`src/rtl/counter_pkg.sv`:
```
// counter_pkg
// Shared constants and types for the cascaded byte-stage counter.
// BYTE_W              width of one counter stage
// NUM_STAGES          number of cascaded stages in the chain
// CNT_W               width of the full chain (BYTE_W * NUM_STAGES)
// byte_t              one stage's count value
// RESET_VALUE_DEFAULT value the chain loads on reset unless overridden
package counter_pkg;

    localparam int BYTE_W     = 8;
    localparam int NUM_STAGES = 4;
    localparam int CNT_W      = BYTE_W * NUM_STAGES;

    typedef logic [BYTE_W-1:0] byte_t;

    localparam logic [CNT_W-1:0] RESET_VALUE_DEFAULT = 32'h0000_0000;

endpackage : counter_pkg

```
`src/rtl/counter_byte_stage.sv`:
```
// counter_byte_stage
// One 8-bit slice of the cascaded counter. The slice advances by one on a
// clock edge only when its carry-in is high, and it reports a carry-out
// whenever it is about to roll over from all-ones.
// Ports:
//   clk          rising-edge clock
//   reset        synchronous active-high reset, loads reset_value
//   reset_value  value this slice takes on reset
//   carry_in     increment request from the lower slices
//   count        registered slice value
//   carry_out    carry_in AND (count == all-ones), combinational
module counter_byte_stage
    import counter_pkg::*;
(
    input  logic  clk,
    input  logic  reset,
    input  byte_t reset_value,
    input  logic  carry_in,
    output byte_t count,
    output logic  carry_out
);

    byte_t count_q;
    byte_t count_d;

    // Next value for this slice: hold unless every lower slice is about to
    // wrap, in which case step by one. Rolling past all-ones back to zero
    // is the natural modulo behaviour of the adder.
    always_comb begin
        count_d = count_q;
        if (carry_in) begin
            count_d = count_q + byte_t'(1);
        end
    end

    // Slice register. Reset has priority over any pending increment, so a
    // reset on the same edge as a wrap leaves the slice at its reset value.
    always_ff @(posedge clk) begin
        if (reset) begin
            count_q <= reset_value;
        end else begin
            count_q <= count_d;
        end
    end

    // The carry is formed from the current register value, so the chain of
    // carries across slices is a short AND chain rather than an adder ripple.
    assign count     = count_q;
    assign carry_out = carry_in & (count_q == {BYTE_W{1'b1}});

endmodule : counter_byte_stage

```
`src/rtl/eight_bit_counter.sv`:
```
// eight_bit_counter
// Free-running 32-bit up-counter built from four cascaded byte slices. The
// low slice is also exported on its own as the 8-bit count, so both outputs
// always agree on the low byte.
// Parameters:
//   RESET_VALUE  value loaded into the full chain on reset
// Ports:
//   CLK          rising-edge clock
//   RESET        synchronous active-high reset, priority over counting
//   COUNT        registered low byte of the chain
//   COUNT_32BIT  registered full chain value
module eight_bit_counter
    import counter_pkg::*;
#(
    parameter logic [CNT_W-1:0] RESET_VALUE = RESET_VALUE_DEFAULT
)
(
    input  logic               CLK,
    input  logic               RESET,
    output logic [BYTE_W-1:0]  COUNT,
    output logic [CNT_W-1:0]   COUNT_32BIT
);

    logic  [NUM_STAGES:0] carry_chain;
    byte_t                stage_count [NUM_STAGES];
    logic                 wrap_carry_unused;

    // The lowest slice always counts, so its carry-in is tied high.
    assign carry_chain[0] = 1'b1;

    // Four slices, each fed by the carry of the one below it. Every slice
    // gets its own byte of the reset value and drives its own byte of the
    // wide output.
    for (genvar g = 0; g < NUM_STAGES; g++) begin : g_stage
        counter_byte_stage u_stage (
            .clk         (CLK),
            .reset       (RESET),
            .reset_value (RESET_VALUE[g*BYTE_W +: BYTE_W]),
            .carry_in    (carry_chain[g]),
            .count       (stage_count[g]),
            .carry_out   (carry_chain[g+1])
        );

        assign COUNT_32BIT[g*BYTE_W +: BYTE_W] = stage_count[g];
    end

    // The top slice's carry marks a full 32-bit wrap; the counter wraps
    // silently, so nothing consumes it.
    assign wrap_carry_unused = carry_chain[NUM_STAGES];

    // The narrow output is the very same low-slice register, not a copy.
    assign COUNT = stage_count[0];

endmodule : eight_bit_counter

```
`config.mk`:
```
export PLATFORM = sky130hd
export DESIGN_NAME = eight_bit_counter
export DESIGN_NICKNAME = d
export VERILOG_FILES = /design/src/rtl/counter_pkg.sv /design/src/rtl/counter_byte_stage.sv /design/src/rtl/eight_bit_counter.sv
export SDC_FILE = /design/constraint.sdc
export NUM_CORES = 1
export LEC_CHECK = 0
export CORE_MARGIN = 5
export CORE_UTILIZATION = 35
export DETAILED_ROUTE_END_ITERATION = 8
export HOLD_SLACK_MARGIN = 0.1
export SKIP_LAST_GASP = 1
export SLEW_MARGIN = 20
export SYNTH_ARGS = -nofsm -noshare
export SYNTH_HDL_FRONTEND = slang
export SYNTH_SLANG_ARGS = --single-unit
```
`constraint.sdc`:
```
create_clock -name CLK -period 2.35 [get_ports CLK]
set_input_delay 0.5875 -clock CLK [delete_from_list [all_inputs] [get_ports CLK]]
set_output_delay 0.5875 -clock CLK [all_outputs]
set_load 0.01 [all_outputs]
```
# After elaboration in Yosys (flattened, before gate mapping)
# Index checks and enable logic that the tools add are counted.
[word_totals]
reg_bits = 32
inputBits = 2
output_inout_bits = 40
elab_cells = 13
[op_classes]
n_addsub = 4
eq_ne = 3
bitwise = 2
[ops]
columns = ["op", "n"]
rows = [
  ["$add 8x1->8 const B", 4],
  ["$eq 8x8->1 const B", 3],
  ["$and 1x1->1", 2],
]

# Longest topological paths before layout
# Gate-level depths: netlist of the first run.
[logic_depth]
word_depth = 3
mapped_depth = 8
depth_no_buf = 5

# Hierarchy
# From an unflattened synthesis of the first run, not the netlist that was laid out.
[hier_totals]
cells_unflattened = 198
area_unflattened_um2 = 1959.4
[by_module_without_submodules]
columns = ["module", "n_inst", "cells_per_inst", "area_per_inst_um2", "seq_area_each_um2"]
rows = [
  ["counter_byte_stage", 4, 47, 473.0, 240.2],
  ["eight_bit_counter", 1, 10, 67.6, 0.0],
]

# Least setup slack after synthesis of the first run
# No wires, ideal clock.
[synth_path]
kind = "register to register"
from = "register g_stage[0].u_stage.count_q[0]"
to = "register g_stage[2].u_stage.count_q[2]"
setup_ns = 0.070
arrival_ns = 2.033
t_required_ns = 2.280
path_slack_ns = 0.247
stages_incl_launch_ff = 8
synth_period_minus_slack_ns = 2.103
path_cell_list = "dfxtp_1 ha_1 nand4_1 or3_1 buf_6 buf_6 or4_1 a21oi_1"
[synth_via]
elab_chain_len = 2
[synth_lines]
columns = ["item", "line_no", "source"]
rows = [
  ["from (decl)", "counter_byte_stage.sv:23", "byte_t count_q;"],
  ["from (signal assigned)", "counter_byte_stage.sv:40", "count_q <= reset_value;"],
  ["from (signal assigned)", "counter_byte_stage.sv:42", "count_q <= count_d;"],
  ["$eq 8x8->1", "counter_byte_stage.sv:49", "assign carry_out = carry_in & (count_q == {BYTE_W{1'b1}});"],
  ["$and 1x1->1", "counter_byte_stage.sv:49", ""],
  ["to (signal assigned)", "counter_byte_stage.sv:40", ""],
  ["to (signal assigned)", "counter_byte_stage.sv:42", ""],
  ["to (decl)", "counter_byte_stage.sv:23", ""],
]
# No other way between the ends.
# A chain may end at the register's enable or synchronous reset.

# Worst setup path in the final report of the first run
[layout_path]
from = "register g_stage[0].u_stage.count_q[5]"
to = "register g_stage[2].u_stage.count_q[3]"
# The elaborated chain is that of the path after synthesis.

==> impl_metrics.ini, run 1 <==
[routing]
first_pass_iters = 4
vias = 1505
wl_um = 3650
wl_per_cell_um = 13.0
drtIter0Drc = 61
routed_via_density = 5.36
ant_nets = 0
drc = 0

[synth]
ys.flop_type = dfxtp_1
avgSynthCellArea_sq_um = 8.43
synth_compound_area_frac = 0.146
synth.distinct_cells = 26
synth_enable_flop_cells = 0
syn_inst = 189
ys_seq_area_frac = 0.402
synthMuxAreaShare = 0.00706
synthSimpleGateAreaFrac = 0.282
synth-xor-area-share = 0.0495
synthAdderAreaFrac = 0.0314
netlist_area_sq_mm = 0.00159
synth-warning-count = 0
synth_top_family_by_area = simple AND/OR/NAND/NOR gates
mappedNetlistNets = 195
synth-seq-cells = 32
synthArstFlopShare = 0

[die]
start_util = 0.364
io_pins = 42
rows = 24
die_area_sq_mm = 0.00600
die_w_um = 77.5
coreArea_sq_mm = 0.00438
die_h_um = 77.5

[clock_network]
clockRootBuffer = clkbuf_8
cts_buffer_depth = 2
h-tree-depth = 2
cts_tree = built
cts_hold_buf = 0
cts_buffers = 5
clk_latency_ns = 0.28
clock_sinks = 32
clkSlewWorstSetupHoldPaths_ns = 0.06
ctsResizeCount = 0
post_cts_buffers = 0

[power_and_ir_drop]
switching_share = 0.209
p_sw_mw = 0.220
p_clk_frac = 0.430
comb_power_share = 0.046
p_int_mw = 0.833
power_density_mw_per_mm2 = 498
power_frac_seq = 0.524
ir_drop_mv = 0.216
power_mw = 1.05
leakagePower_nw = 0.655

[cells_and_area]
largest_register_ff_count = 32
mostFrequentLayoutCells = clkdlybuf4s50_1, dfxtp_1, a21oi_1
final_common_cell = clkdlybuf4s50_1
syn_to_final_growth_pct = 32.6
fin_cells = 281
multi_input_comb_area_sq_um = 822
diodes = 0
layout-drive-gt1-share = 0.0786
fin_area_sq_mm = 0.00211
regArea_sq_um = 641
fillers = 445
nets = 235
final_core_util = 0.482

[critical_path]
arrival_ns = 2.23
crit_type = reg -> reg
cp-start-kind = flop
crit_path_end_kind = flop
cp_max_fo = 28
cp_slowest_cell = or4_1
worstSetupStartpoint = g_stage[0].u_stage.count[5]$_SDFF_PP0_
cp.required_ns = 2.56
crit_chain = nand3_1 -> or3_1 -> buf_4 -> or4_1 -> a21oi_1
timing.rr.start = g_stage[0].u_stage.count[5]$_SDFF_PP0_
slowest_delay_ns = 0.52

[global_route]
grt_max_degree = 29
grt_pass1_wl_um = 6460
first_global_vias = 1453
antenna_found_initial = 0
overflow = 0
grt_usage = 0.129

[sta]
maxSlewViolCount = 0
fmax_mhz = 495
setup-tns-final_ns = 0
finClkSkew_ns = 0.00280
post-route-period-util = 0.859
worstMarginPinSlew_ns = 0.413
rsz0062_at_grt = no
relSlewSlack = 0.723
fin_crit_ns = 2.02
fin_ws_ns = 0.331
hold_violations = 0
whs_ns = 0.481
report.final.setup_viol = 0

[placed_design]
dp_slack_ns = 0.338
dpl.hpwl_um = 2610
dp.cells = 274
post_dp_cell_area_sq_mm = 0.00202
io_buffers = 41
routabilityCongestion = 0.710

[min_path]
hold_path.class = reg -> reg
hp-start = g_stage[3].u_stage.count[7]$_SDFFE_PP0P_

[flow_run]
cap_violations = 0

[outcome]
status = complete, no violations
-- critical path: cells and delay by family, from the launching register on --
kind	cells	cell delay, ns
AO/OA/AOI/OAI	1	0.16
buffers and inverters	1	0.21
flip-flops	1	0.44
AND/OR/NAND/NOR	3	1.13
-- power by group through the flow --
stage	Clock (mW)	Sequential, mW	Combinational (mW)
6_report	0.453	0.551	0.0485
5_1_grt	0.490	0.551	0.0530
4_1_cts	0.471	0.551	0.0495
3_5_place_dp	0	0.563	0.0492
3_3_place_gp	0	0.563	0.0496
2_1_floorplan	0	0.566	0.0212
-- cell usage after synthesis (3+ instances only) --
library cell,number,share of area
nand2_1,14,0.033
buf_6,3,0.021
nor4_1,3,0.012
or4_1,12,0.057
clkbuf_1,5,0.012
nor2_1,14,0.033
ha_1,4,0.031
inv_1,5,0.012
dfxtp_1,32,0.40
o31ai_1,12,0.057
a21oi_1,20,0.063
buf_4,8,0.038
and3_1,3,0.012
nand3_1,11,0.035
xnor2_1,7,0.038
nand4_1,8,0.031
o21ai_0,7,0.022
or3_1,7,0.027
nor3_1,4,0.013
-- kinds of logic (layout without fill, tap and decap cells) --
group / count (synthesis) / count (layout)
and+or+nand+nor: 82 / 82
AOI/OAI and AO/OA: 40 / 40
DFF: 32 / 32
buffers and inverters: 21 / 61
xor gates and xnor gates: 9 / 9
adders and majority gates: 4 / 4
muxes: 1 / 1
-- layer usage --
layer  global-route usage  part of all wire  wire length, um
met5                    0                 0                0
met4               0.0515             0.020               74
met3               0.0440             0.058              211
met2                0.206              0.45             1640
met1                0.158              0.47             1720
-- area by class of cell --
class / instances / share of cell area
sequential: 32 / 0.303
timing repair buffer: 49 / 0.223
inverter: 5 / 0.00888
clock buffer: 7 / 0.0456
tap: 52 / 0.0308
multi-input combinational: 136 / 0.389
-- path summary, 6_finish.rpt --
kind | endpoint | slack [ns] | cells after the start
max | g_stage[2].u_stage.count[3]$_SDFFE_PP0P_ | 0.33 | 5
min | g_stage[3].u_stage.count[7]$_SDFFE_PP0P_ | 0.48 | 2
max reg2reg | g_stage[2].u_stage.count[3]$_SDFFE_PP0P_ | 0.33 | 5
min reg2reg | g_stage[3].u_stage.count[7]$_SDFFE_PP0P_ | 0.48 | 2
Power figures use the tool's default switching activity.
==> run 2: changes to the inputs <==
- CTS_CLUSTER_SIZE: default -> 20
==> results of run 2 <==
The final DEF is identical to that of run 1; final timing and power are the same.
==> run 3: changes to the inputs <==
- CORE_MARGIN: 5 -> default
==> run 3 against run 2 <==
  * Via count fell by 0.86%
  * Power rose by 0.39%
  * Critical path depth rose by 1
  * First-iteration DRC count rose by 61%
  * Fmax fell by 3.7%
  * Cell area rose by 0.71%
  * Critical endpoint is now g_stage[3].u_stage.count[5]$_SDFFE_PP0P_
  * Largest cell class unchanged
  * Largest power group unchanged
==> impl_metrics.ini, run 3 (synthesis gave the netlist of run 1 again) <==
[outcome]
status = complete, no violations

[sta]
post-route-period-util = 0.893
rsz0062_at_grt = no
worstMarginPinSlew_ns = 0.417
report.final.setup_viol = 0
fin_ws_ns = 0.252
fin_crit_ns = 2.10
relSlewSlack = 0.720
maxSlewViolCount = 0
setup-tns-final_ns = 0
fmax_mhz = 477
whs_ns = 0.481
finClkSkew_ns = 0.00659
hold_violations = 0

[global_route]
grt_max_degree = 29
grt_pass1_wl_um = 6070
first_global_vias = 1334
antenna_found_initial = 0
overflow = 0
grt_usage = 0.154

[power_and_ir_drop]
power_density_mw_per_mm2 = 497
ir_drop_mv = 0.236
leakagePower_nw = 0.665

[die]
start_util = 0.366
die_area_sq_mm = 0.00483
io_pins = 42
coreArea_sq_mm = 0.00435
rows = 24
die_w_um = 69.5
die_h_um = 69.5

[placed_design]
dp_slack_ns = 0.261
dpl.hpwl_um = 2440
post_dp_cell_area_sq_mm = 0.00203
routabilityCongestion = 0.747
io_buffers = 41

[clock_network]
cts_tree = built
post_cts_buffers = 0
clockRootBuffer = clkbuf_8
clkSlewWorstSetupHoldPaths_ns = 0.07
clk_latency_ns = 0.28
cts_buffer_depth = 2
clock_sinks = 32
ctsResizeCount = 0
cts_hold_buf = 0
cts_buffers = 5
h-tree-depth = 2

[critical_path]
cp.required_ns = 2.56
cp-start-kind = flop
cp_max_fo = 28
arrival_ns = 2.31
crit_type = reg -> reg
crit_path_end_kind = flop

[cells_and_area]
mostFrequentLayoutCells = clkdlybuf4s50_1, dfxtp_1, a21oi_1
final_core_util = 0.489
fin_area_sq_mm = 0.00213
layout-drive-gt1-share = 0.0866
syn_to_final_growth_pct = 33.5
nets = 237
diodes = 0
largest_register_ff_count = 32
final_common_cell = clkdlybuf4s50_1

[routing]
routed_via_density = 5.27
vias = 1492
drtIter0Drc = 98
drc = 0
ant_nets = 0
wl_um = 3570
wl_per_cell_um = 12.6
first_pass_iters = 4

[flow_run]
cap_violations = 0

[min_path]
hold_path.class = reg -> reg
-- run 3: where the power goes --
part | internal [mW] | switching (mW)
registers | 0.547 | 0.00380
clock network | 0.261 | 0.199
logic | 0.0246 | 0.0225
-- run 3: layout make-up --
cell class                      count  area, sq um
Tap cell                           52         65.1
Clock buffer                        7         96.3
Fill cell                         429         2230
Timing Repair Buffer               51          485
Multi-Input combinational cell    136          822
Sequential cell                    32          641
Inverter                            5         18.8
-- run 3: per-layer routing --
layer / global-route usage / vias up / share of wire
met4: 0.0703 / 0 / 0.016
met5: 0 / - / 0
li1: - / 776 / -
met3: 0.0349 / 7 / 0.041
met2: 0.227 / 36 / 0.43
met1: 0.213 / 673 / 0.51
-- run 3: worst paths after layout --
| kind | slack [ns] | startpoint | cells past startpoint | endpoint |
|---|---|---|---|---|
| max | 0.25 | g_stage[0].u_stage.count[1]$_SDFF_PP0_ | 6 | g_stage[3].u_stage.count[5]$_SDFFE_PP0P_ |
| min reg2reg | 0.48 | g_stage[3].u_stage.count[7]$_SDFFE_PP0P_ | 2 | g_stage[3].u_stage.count[7]$_SDFFE_PP0P_ |
| max reg2reg | 0.25 | g_stage[0].u_stage.count[1]$_SDFF_PP0_ | 6 | g_stage[3].u_stage.count[5]$_SDFFE_PP0P_ |
| min | 0.48 | g_stage[3].u_stage.count[7]$_SDFFE_PP0P_ | 2 | g_stage[3].u_stage.count[7]$_SDFFE_PP0P_ |
-- run 3: stage by stage --
stage	power [mW]	cells
after floorplan	0.588	189
after CTS	1.07	283
after global placement	0.611	276
after global routing	1.09	283
after detailed placement	0.611	276
final	1.06	283
-- run 3: worst max-delay path: stages (launching register included) --
cell and delay, ns:
dfxtp_1 0.40, ha_1 0.22, nand4_1 0.13, or3_1 0.39
buf_4 0.22, or4_1 0.52, a21oi_1 0.15
